**src/rtl/conc_trace_recorder_if.sv**
```systemverilog
// ----------------------------------------------------------------------------
// conc_trace_recorder_if
//
// Bundles the control, sample and read-port signals of conc_trace_recorder.
// The clock and reset stay outside as plain ports of the recorder.
//
//   master : the bench/checker side. It drives arm/stop/trig, the b12 output
//            sample (nloss, nl, speaker) and rd_en. It observes rd_valid,
//            rd_data, count, full, overflow and done.
//   slave  : the recorder side, with the opposite directions.
//
// Parameters must match those of the recorder instance:
//   DEPTH   number of trace records (power of two, >= 2)
//   STAMP_W width of the cycle stamp; a record is STAMP_W + 6 bits wide
// ----------------------------------------------------------------------------
interface conc_trace_recorder_if #(
    parameter int DEPTH   = 16,
    parameter int STAMP_W = 8
);
    localparam int AW    = $clog2(DEPTH);
    localparam int REC_W = STAMP_W + 6;

    logic             arm;
    logic             stop;
    logic             trig;
    logic             nloss;
    logic [3:0]       nl;
    logic             speaker;
    logic             rd_en;
    logic             rd_valid;
    logic [REC_W-1:0] rd_data;
    logic [AW:0]      count;
    logic             full;
    logic             overflow;
    logic             done;

    modport master (
        output arm, stop, trig, nloss, nl, speaker, rd_en,
        input  rd_valid, rd_data, count, full, overflow, done
    );

    modport slave (
        input  arm, stop, trig, nloss, nl, speaker, rd_en,
        output rd_valid, rd_data, count, full, overflow, done
    );
endinterface

```
**src/rtl/conc_trace_recorder.sv**
```systemverilog
// ----------------------------------------------------------------------------
// conc_trace_recorder
//
// Samples the b12 outputs {speaker, nl[3:0], nloss} every clock edge once
// capture has started and stores them as time-stamped records
// {stamp, speaker, nl, nloss} in an internal trace buffer. The buffer is
// drained through a one-cycle-latency read port while the recorder is idle
// or done.
//
// Ports:
//   clock         sampling clock
//   reset         asynchronous, active-high reset
//   bus (slave)   arm     : pulse, clear buffer and wait for trigger
//                 stop    : pulse, end capture
//                 trig    : level, starts capture while armed
//                 nloss, nl, speaker : sampled DUT outputs
//                 rd_en   : read request (honoured in IDLE/DONE only)
//                 rd_valid, rd_data : registered read response
//                 count   : records held, full : count == DEPTH
//                 overflow: sticky, a capture cycle was dropped
//                 done    : capture finished
//
// Optional build macro CONC_TRACE_DEDUP_EN: when defined, capture writes a
// record only when the sample differs from the last written one (record 0
// is always written); the stamp still advances every capture cycle.
// ----------------------------------------------------------------------------
module conc_trace_recorder #(
    parameter int DEPTH   = 16,
    parameter int STAMP_W = 8
) (
    input  logic                  clock,
    input  logic                  reset,
    conc_trace_recorder_if.slave  bus
);
    localparam int AW    = $clog2(DEPTH);
    localparam int REC_W = STAMP_W + 6;

    localparam logic [AW-1:0]      PTR_ONE   = 1;
    localparam logic [AW:0]        CNT_ONE   = 1;
    localparam logic [AW:0]        CNT_FULL  = DEPTH[AW:0];
    localparam logic [STAMP_W-1:0] STAMP_ONE = 1;

    typedef enum logic [1:0] {
        S_IDLE    = 2'd0,
        S_ARMED   = 2'd1,
        S_CAPTURE = 2'd2,
        S_DONE    = 2'd3
    } state_t;

    // Saturating stamp increment: once all-ones the stamp stays there so a
    // long capture never produces a stamp that looks earlier than its
    // predecessor.
    function automatic logic [STAMP_W-1:0] sat_inc(input logic [STAMP_W-1:0] s);
        if (&s) begin
            return s;
        end
        return s + STAMP_ONE;
    endfunction

    state_t state, state_nxt;

    logic [REC_W-1:0]   mem [DEPTH];
    logic [AW-1:0]      wr_ptr;
    logic [AW-1:0]      rd_ptr;
    logic [AW:0]        count;
    logic [STAMP_W-1:0] stamp;
    logic               overflow;
    logic               done_r;
    logic               rd_vld_p1;
    logic [REC_W-1:0]   rd_data_p1;

    logic [5:0]         smp;
    logic               smp_new;
    logic               full;
    logic               wr_en;
    logic               rd_fire;
    logic               clr;
    logic               ovf_set;

    assign smp  = {bus.speaker, bus.nl, bus.nloss};
    assign full = (count == CNT_FULL);

`ifdef CONC_TRACE_DEDUP_EN
    logic [5:0] last_smp;

    assign smp_new = (smp != last_smp);

    always_ff @(posedge clock) begin
        if (wr_en) begin
            last_smp <= smp;
        end
    end
`else
    assign smp_new = 1'b1;
`endif

    // ---- control: next state and per-cycle actions -------------------------
    always_comb begin
        state_nxt = state;
        wr_en     = 1'b0;
        rd_fire   = 1'b0;
        clr       = 1'b0;
        ovf_set   = 1'b0;
        unique case (state)
            S_IDLE, S_DONE: begin
                // arm wins over a simultaneous read request
                if (bus.arm) begin
                    clr       = 1'b1;
                    state_nxt = S_ARMED;
                end else if (bus.rd_en && (count != '0)) begin
                    rd_fire = 1'b1;
                end
            end
            S_ARMED: begin
                if (bus.arm) begin
                    clr = 1'b1;
                end else if (bus.stop) begin
                    state_nxt = S_DONE;
                end else if (bus.trig) begin
                    // record 0 is written unconditionally on the trigger edge
                    wr_en     = 1'b1;
                    state_nxt = S_CAPTURE;
                end
            end
            S_CAPTURE: begin
                if (full) begin
                    // a sample that would have been recorded is lost
                    if (smp_new) begin
                        ovf_set   = 1'b1;
                        state_nxt = S_DONE;
                    end else if (bus.stop) begin
                        state_nxt = S_DONE;
                    end
                end else begin
                    wr_en = smp_new;
                    if (bus.stop) begin
                        state_nxt = S_DONE;
                    end
                end
            end
            default: state_nxt = S_IDLE;
        endcase
    end

    // ---- control registers ---------------------------------------------------
    always_ff @(posedge clock or posedge reset) begin
        if (reset) begin
            state      <= S_IDLE;
            wr_ptr     <= '0;
            rd_ptr     <= '0;
            count      <= '0;
            stamp      <= '0;
            overflow   <= 1'b0;
            done_r     <= 1'b0;
            rd_vld_p1  <= 1'b0;
            rd_data_p1 <= '0;
        end else begin
            state     <= state_nxt;
            done_r    <= (state_nxt == S_DONE);
            rd_vld_p1 <= rd_fire;

            if (clr) begin
                wr_ptr   <= '0;
                rd_ptr   <= '0;
                count    <= '0;
                stamp    <= '0;
                overflow <= 1'b0;
            end else begin
                if (wr_en) begin
                    wr_ptr <= wr_ptr + PTR_ONE;
                    count  <= count + CNT_ONE;
                end
                if (rd_fire) begin
                    rd_ptr     <= rd_ptr + PTR_ONE;
                    count      <= count - CNT_ONE;
                    rd_data_p1 <= mem[rd_ptr];
                end
                // stamp counts every capture edge, including the trigger edge
                if (wr_en || (state == S_CAPTURE)) begin
                    stamp <= sat_inc(stamp);
                end
                if (ovf_set) begin
                    overflow <= 1'b1;
                end
            end
        end
    end

    // ---- trace storage (data path, not reset) -------------------------------
    always_ff @(posedge clock) begin
        if (wr_en) begin
            mem[wr_ptr] <= {stamp, smp};
        end
    end

    assign bus.rd_valid = rd_vld_p1;
    assign bus.rd_data  = rd_data_p1;
    assign bus.count    = count;
    assign bus.full     = full;
    assign bus.overflow = overflow;
    assign bus.done     = done_r;

endmodule

```
**src/flat_wrapper.sv**
```systemverilog
// flat-port wrapper written by rule: the top's interface ports become plain ports
module conc_trace_recorder_flat 
#(
    parameter int DEPTH   = 16,
    parameter int STAMP_W = 8
)
  (clock, reset, bus_arm, bus_stop, bus_trig, bus_nloss, bus_nl, bus_speaker, bus_rd_en, bus_rd_valid, bus_rd_data, bus_count, bus_full, bus_overflow, bus_done);
  conc_trace_recorder_if #(.DEPTH(DEPTH), .STAMP_W(STAMP_W)) bus_i ();
  input  logic clock;
  input  logic reset;
  input wire logic [$bits(bus_i.arm)-1:0] bus_arm;
  input wire logic [$bits(bus_i.stop)-1:0] bus_stop;
  input wire logic [$bits(bus_i.trig)-1:0] bus_trig;
  input wire logic [$bits(bus_i.nloss)-1:0] bus_nloss;
  input wire logic [$bits(bus_i.nl)-1:0] bus_nl;
  input wire logic [$bits(bus_i.speaker)-1:0] bus_speaker;
  input wire logic [$bits(bus_i.rd_en)-1:0] bus_rd_en;
  output wire logic [$bits(bus_i.rd_valid)-1:0] bus_rd_valid;
  output wire logic [$bits(bus_i.rd_data)-1:0] bus_rd_data;
  output wire logic [$bits(bus_i.count)-1:0] bus_count;
  output wire logic [$bits(bus_i.full)-1:0] bus_full;
  output wire logic [$bits(bus_i.overflow)-1:0] bus_overflow;
  output wire logic [$bits(bus_i.done)-1:0] bus_done;
  assign bus_i.arm = bus_arm;
  assign bus_i.stop = bus_stop;
  assign bus_i.trig = bus_trig;
  assign bus_i.nloss = bus_nloss;
  assign bus_i.nl = bus_nl;
  assign bus_i.speaker = bus_speaker;
  assign bus_i.rd_en = bus_rd_en;
  assign bus_rd_valid = bus_i.rd_valid;
  assign bus_rd_data = bus_i.rd_data;
  assign bus_count = bus_i.count;
  assign bus_full = bus_i.full;
  assign bus_overflow = bus_i.overflow;
  assign bus_done = bus_i.done;
  conc_trace_recorder #(.DEPTH(DEPTH), .STAMP_W(STAMP_W)) u_core (.clock(clock), .reset(reset), .bus(bus_i));
endmodule
```
**config.mk**
```make
export PLATFORM = sky130hd
export DESIGN_NAME = conc_trace_recorder_flat
export DESIGN_NICKNAME = d
export VERILOG_FILES = /design/src/rtl/conc_trace_recorder_if.sv /design/src/rtl/conc_trace_recorder.sv /design/src/flat_wrapper.sv
export SDC_FILE = /design/constraint.sdc
export NUM_CORES = 1
export LEC_CHECK = 0
export CORE_UTILIZATION = 42
export CTS_CLUSTER_DIAMETER = 50
export DETAILED_ROUTE_END_ITERATION = 10
export SYNTH_ARGS = -nofsm -noshare
export SYNTH_HDL_FRONTEND = slang
export SYNTH_SLANG_ARGS = --single-unit
```
**constraint.sdc**
```tcl
create_clock -name clock -period 9.9 [get_ports clock]
set_clock_uncertainty 0.05 [all_clocks]
set_input_delay 1.98 -clock clock [delete_from_list [all_inputs] [get_ports clock]]
set_output_delay 1.98 -clock clock [all_outputs]
set_load 0.02 [all_outputs]
```
# Yosys cells after proc, flatten, opt, wreduce, memory -nomap -nowiden
# Memory sizes are Yosys's and may differ from the RTL's. A register that Yosys moved wholly into a read port is not among the register bits.
# Index checks and enable logic that the tools add are counted.
dict set report totals {
  latchBits 0
  inputBits 12
  memories 1
  out_inout_bits 23
  word_cells 71
  mem_bits_ro 0
  ff_bits 26
  ram_bits 224
}
# name depth word_bits read_ports rd_clocked_by_memory_dff wr line
set memory_table {}
lappend memory_table {u_core.mem 16 14 1 1 1 conc_trace_recorder.sv:62} ;# logic [REC_W-1:0] mem [DEPTH];
dict set report op_classes {
  div_mod_pow 0
  eq_ne 6
  n_addsub 5
  n_bitwise 1
  n_mul 0
  muxes 36
  shift 0
  n_reduce_logical 14
  order_cmp 0
}
# cell count
set op_table {}
lappend op_table {{$mux W8} 3}
lappend op_table {{$mux W1} 18}
lappend op_table {{$mux W4} 4}
lappend op_table {{$mux W5} 3}
lappend op_table {{$mux W2} 6}
lappend op_table {{$add A4 B1 Y4 const B} 2}
lappend op_table {{$add A8 B1 Y8 const B} 1}
lappend op_table {{$reduce_and A8 Y1} 1}
lappend op_table {{$reduce_bool A2 Y1} 4}
lappend op_table {{$eq A2 B2 Y1 const B} 3}
lappend op_table {{$pmux W2 S3} 1}
lappend op_table {{$add A5 B1 Y5 const B} 1}
lappend op_table {{$eq A5 B5 Y1 const B} 1}
lappend op_table {{$reduce_bool A5 Y1} 1}
lappend op_table {{$sub A5 B1 Y5 const B} 1}
lappend op_table {{$reduce_and A2 Y1} 2}
lappend op_table {{$ne A3 B2 Y1 const B} 1}
lappend op_table {{$reduce_bool A3 Y1} 1}
lappend op_table {{$reduce_or A3 Y1} 1}
lappend op_table {{$eq A2 B1 Y1 const B} 1}
lappend op_table {{$logic_not A2 Y1} 1}
lappend op_table {{$pmux W1 S2} 1}
lappend op_table {{$reduce_or A2 Y1} 1}
lappend op_table {{$logic_and A1 B1 Y1} 1}
lappend op_table {{2 further kinds} 2}

# Depth between registers and ports, before layout
dict set report logic_depth {
  depth_word 10
  ltp_mapped 12
  mapped_depth_nobuf 11
}

# Least setup slack after synthesis
# OpenSTA, ideal clock, no wires.
dict set report synth_timing {
  kind {in2reg}
  start {in bus_stop}
  end {mem u_core.mem[0][0] (netlist bit), enable pin}
  stages 4
  required_ns 9.429
  setup_time_ns 0.421
  t_arrival_ns 3.920
  slack_ns 5.508
  path_cell_list {nand4bb_1 -> nor2_2 -> nor2_2 -> nor4_1}
}
dict set report synth_between {
  elab_chain_len 5
}
# item line
set synth_rtl {}
lappend synth_rtl {{start: declaration} flat_wrapper.sv:12} ;# input wire logic [$bits(bus_i.stop)-1:0] bus_stop;
lappend synth_rtl {{$mux W1} conc_trace_recorder.sv:117} ;# end else if (bus.stop) begin
lappend synth_rtl {{$mux W1} conc_trace_recorder.sv:115} ;# if (bus.arm) begin
lappend synth_rtl {{$pmux W1 S2} conc_trace_recorder.sv:104} ;# unique case (state)
lappend synth_rtl {{$mux W1} conc_trace_recorder.sv:191} ;# if (wr_en) begin
lappend synth_rtl {{$mux W1 (implied by the code)} conc_trace_recorder.sv:192} ;# mem[wr_ptr] <= {stamp, smp};
lappend synth_rtl {{end: declaration} conc_trace_recorder.sv:62}
# No other way between the ends.

# Worst setup path in the final report
dict set report layout_timing {
  start {reg u_core.count[1], in the netlist u_core.bus.count[1]}
  end {out bus_full}
}
dict set report layout_between {
  elab_chain_len 1
}
# item line
set layout_rtl {}
lappend layout_rtl {{start: declaration} conc_trace_recorder.sv:65} ;# logic [AW:0] count;
lappend layout_rtl {{start signal: assignment} conc_trace_recorder.sv:171} ;# count <= count + CNT_ONE;
lappend layout_rtl {{start signal: assignment} conc_trace_recorder.sv:175} ;# count <= count - CNT_ONE;
lappend layout_rtl {{$eq A5 B5 Y1} conc_trace_recorder.sv:81} ;# assign full = (count == CNT_FULL);
lappend layout_rtl {{end: declaration} flat_wrapper.sv:21} ;# output wire logic [$bits(bus_i.full)-1:0] bus_full;
# No other way between the ends.

==> results.txt <==
Horizontal die dimension: 162 µm
Slowest library cell on the worst path: sky130_fd_sc_hd__clkdlybuf4s50_1
Wire length of the first global-routing pass: 33.0 mm
Drt first pass iters: 5
Post-route worst hold slack: 424 ps
Number of standard-cell rows in the floorplan: 58
Total negative slack for setup checks: 0 ps
Category of cells accounting for the largest share of critical-path delay: simple AND/OR/NAND/NOR gates
Synthesized-area fraction occupied by adder cells: 1.59%
Layout cells sized above 1: 21.4%
Number of buffers inserted by hold repair at cts: 0
Final setup vio count: 0
Fmax achieved: 233 MHz
Hold Fails Final Rpt: 0
Pin count of the biggest net entering global routing: 51
Gr ovfl total: 0
Detailed Place HPWL: 12.7 mm
Most frequent standard cell in the layout excluding fill and tap cells: sky130_fd_sc_hd__edfxtp_1
Iteration-0 DRC count of the detailed router: 362
Quantity of gates resized following cts: 0
Launching element type of the critical path: flip-flop
Fraction of power consumed by combinational cells: 15.6%
Layout area overhead: 15.2%
Switching power share of the total: 25.9%
Status: finished clean
Max-cap violations: 0
Average detailed-routed wire length per instance: 21.4 µm
Combined area of all synthesized cells: 10700 µm²
Ys Warns: 0
Main combinational cell family by area after synthesis: multiplexers
Number of buffers and inverters on the critical path: 1
Power Total: 2.79 mW
CTS tree: yes
Vias in the first global route: 5760
Fin crit period: 4300 ps
Mean number of vias per cell: 5.38
Required @ worst endpoint: 7870 ps
Clock share of power: 36.5%
CTS Root Buffer Type: sky130_fd_sc_hd__clkbuf_16
Number of ports placed on the die boundary: 35
Final max-slew violation count: 0
Register area share after synthesis: 72.3%
Kind of critical path: reg -> out
Post-synthesis simple-gate area fraction: 4.88%
Total Routing Usage GR: 16.8%
Leakage: 4.15 nW
Net count reported at finish: 656
Power share of the sequential group: 47.9%
Worst path max stage delay: 620 ps
Total die area: 26100 µm²
Compound-gate portion of the synthesized area: 3.35%
Number of antenna-violating nets in the routed design: 0
Syn Area/Cell: 18.4 µm²
Kind of capture point of the worst setup path: output port
Arrival time of data at the critical path endpoint: 2270 ps
Die Y: 162 µm
Post-CTS setup buffers: 0
H-Tree Depth: 1
Antenna violations before repair: 0
Area occupied by multi-input gates: 2760 µm²
Number of different library cells in the post-synthesis netlist: 49
Final period util: 43.4%
Internal cell power: 2.07 mW
Most frequent cells in the layout: 224 x sky130_fd_sc_hd__edfxtp_1, 56 x sky130_fd_sc_hd__mux4_2, 38 x sky130_fd_sc_hd__nand2_1
Clock sink count: 264
Number of instances in the synthesized netlist: 582
Gpl congestion: 0.804
Initial core utilization: 42.6%
Total length of routed wires: 21.0 mm
Class of the tightest hold or removal check: reg -> reg
Max Fanout on Critical Path: 4
Antenna diode instance count: 0
Cell-by-cell listing of the critical path: nor4_4 -> and2_1 -> clkdlybuf4s50_1
DR DRC count: 0
XOR/XNOR Fraction of Synth Area: 0.983%
Deepest clock path buffer count: 3
Placeable core area: 25100 µm²
Number of input and output port buffers inserted: 34
Power per cell area: 227 nW/µm²
Storage element area: 7730 µm²
Via count: 5290
Filler cell count in the final layout: 2100
Share of cell area taken by muxes after synthesis: 14.8%
#FFs+latches synth: 264
Number of buffers created by CTS: 30
Sw power: 721 µW
Reg clk slew, reported paths: 60 ps
Worst voltage drop across the vdd grid: 0.000145 V
Tightest slew margin relative to the limit: 31.4%
Worst-Margin Slew: 1030 ps
Worst-skew pair later-pin latency: 540 ps
RSZ-0062 raised after global routing: no
Nets in the synthesized netlist: 607
==> area by class of cell <==
class | instances | share of cell area, %
sequential | 264 | 62.8
multi-input combinational | 275 | 22.4
clock buffer | 33 | 6.36
timing repair buffer | 46 | 3.50
tap | 330 | 3.35
clock inverter | 22 | 1.12
inverter | 14 | 0.447
==> worst min-delay path, delay by kind of cell (launching register included) <==
family,cells,cell delay [ps]
DFF,1,350
and+or+nand+nor,2,100
==> cells in the mapped netlist (all sizes together) <==
cell type	n	area share [%]
edfxtp	224	63
or4	1	0.070
o21a	3	0.21
nand2	38	1.3
xnor2	9	0.74
a21o	2	0.21
nor3	6	0.39
o311ai	1	0.15
or3	2	0.12
o21ai	20	0.94
clkbuf	10	0.36
o22ai	2	0.12
a211oi	2	0.14
xor2	3	0.25
and3	5	0.29
nor3b	2	0.14
ha	12	1.4
mux2i	16	1.5
and2	6	0.35
mux4	56	12
mux2	14	1.5
a311oi	2	0.16
nand4bb	1	0.11
fa	1	0.19
nand3	4	0.19
or2	1	0.059
dfrtp	40	9.4
nand2b	2	0.12
inv	14	0.52
nand4	1	0.059
nor2b	3	0.18
a31oi	2	0.12
o21ba	1	0.094
nor4	6	0.49
a21oi	25	1.2
nor2	25	0.92
nand3b	1	0.070
buf	19	1.3
==> cell families after synthesis <==
group | after synthesis
compound gates | 60
xor+xnor | 12
fa+ha+maj | 13
buf+inv | 43
flops | 264
mux | 86
simple gates | 104
==> per-stage QoR <==
stage | instances | instance area [µm²] | util (%) | setup slack [ps]
after detailed placement | 929 | 11400 | 45.4 | 5220
after global routing | 984 | 12300 | 49.0 | 5530
after CTS | 984 | 12300 | 49.0 | 5570
final | 984 | 12300 | 49.0 | 5600
after global placement | 929 | 11400 | 45.4 | 5300
after floorplan | 582 | 10700 | - | 5510
==> sequential cells by signal (all words and copies together), names as in the netlist <==
name / flops
u_core.rd_ptr: 4
u_core.wr_ptr: 4
u_core.bus.overflow: 1
u_core.bus.rd_valid: 1
u_core.mem: 224
u_core.bus.count: 5
u_core.bus.done: 1
u_core.stamp: 8
u_core.bus.rd_data: 14
u_core.state: 2
==> path summary, 6_finish.rpt <==
path / slack [ps] / to / cells after the start / from
max: 5600 / bus_full / 3 / u_core.bus.count[1]
min: 420 / u_core.bus.rd_data[2] / 2 / u_core.bus.rd_data[2]
max reg2reg: 6870 / u_core.bus.count[4] / 10 / u_core.state[0]
min reg2reg: 420 / u_core.bus.rd_data[2] / 2 / u_core.bus.rd_data[2]
max in group asynchronous: 7230 / u_core.rd_ptr[0] / 2 / reset
min in group asynchronous: 1900 / u_core.state[0] / 2 / reset
==> routing by layer <==
metal / GRT usage, % / up-vias / share of wire [%]
met5: 0 / - / 0
met4: 4.46 / 0 / 2.1
met3: 2.59 / 32 / 4.0
met2: 29.3 / 117 / 52
met1: 21.9 / 2753 / 42
li1: - / 2388 / -
==> power groups by stage <==
stage          registers (mW)  clock network, mW  logic (mW)
2_1_floorplan            1.37                  0       0.264
3_3_place_gp             1.35                  0       0.433
3_5_place_dp             1.36                  0       0.442
4_1_cts                  1.34               1.04       0.445
5_1_grt                  1.34               1.08       0.474
6_report                 1.34               1.02       0.436
Power figures use the tool's default switching activity.
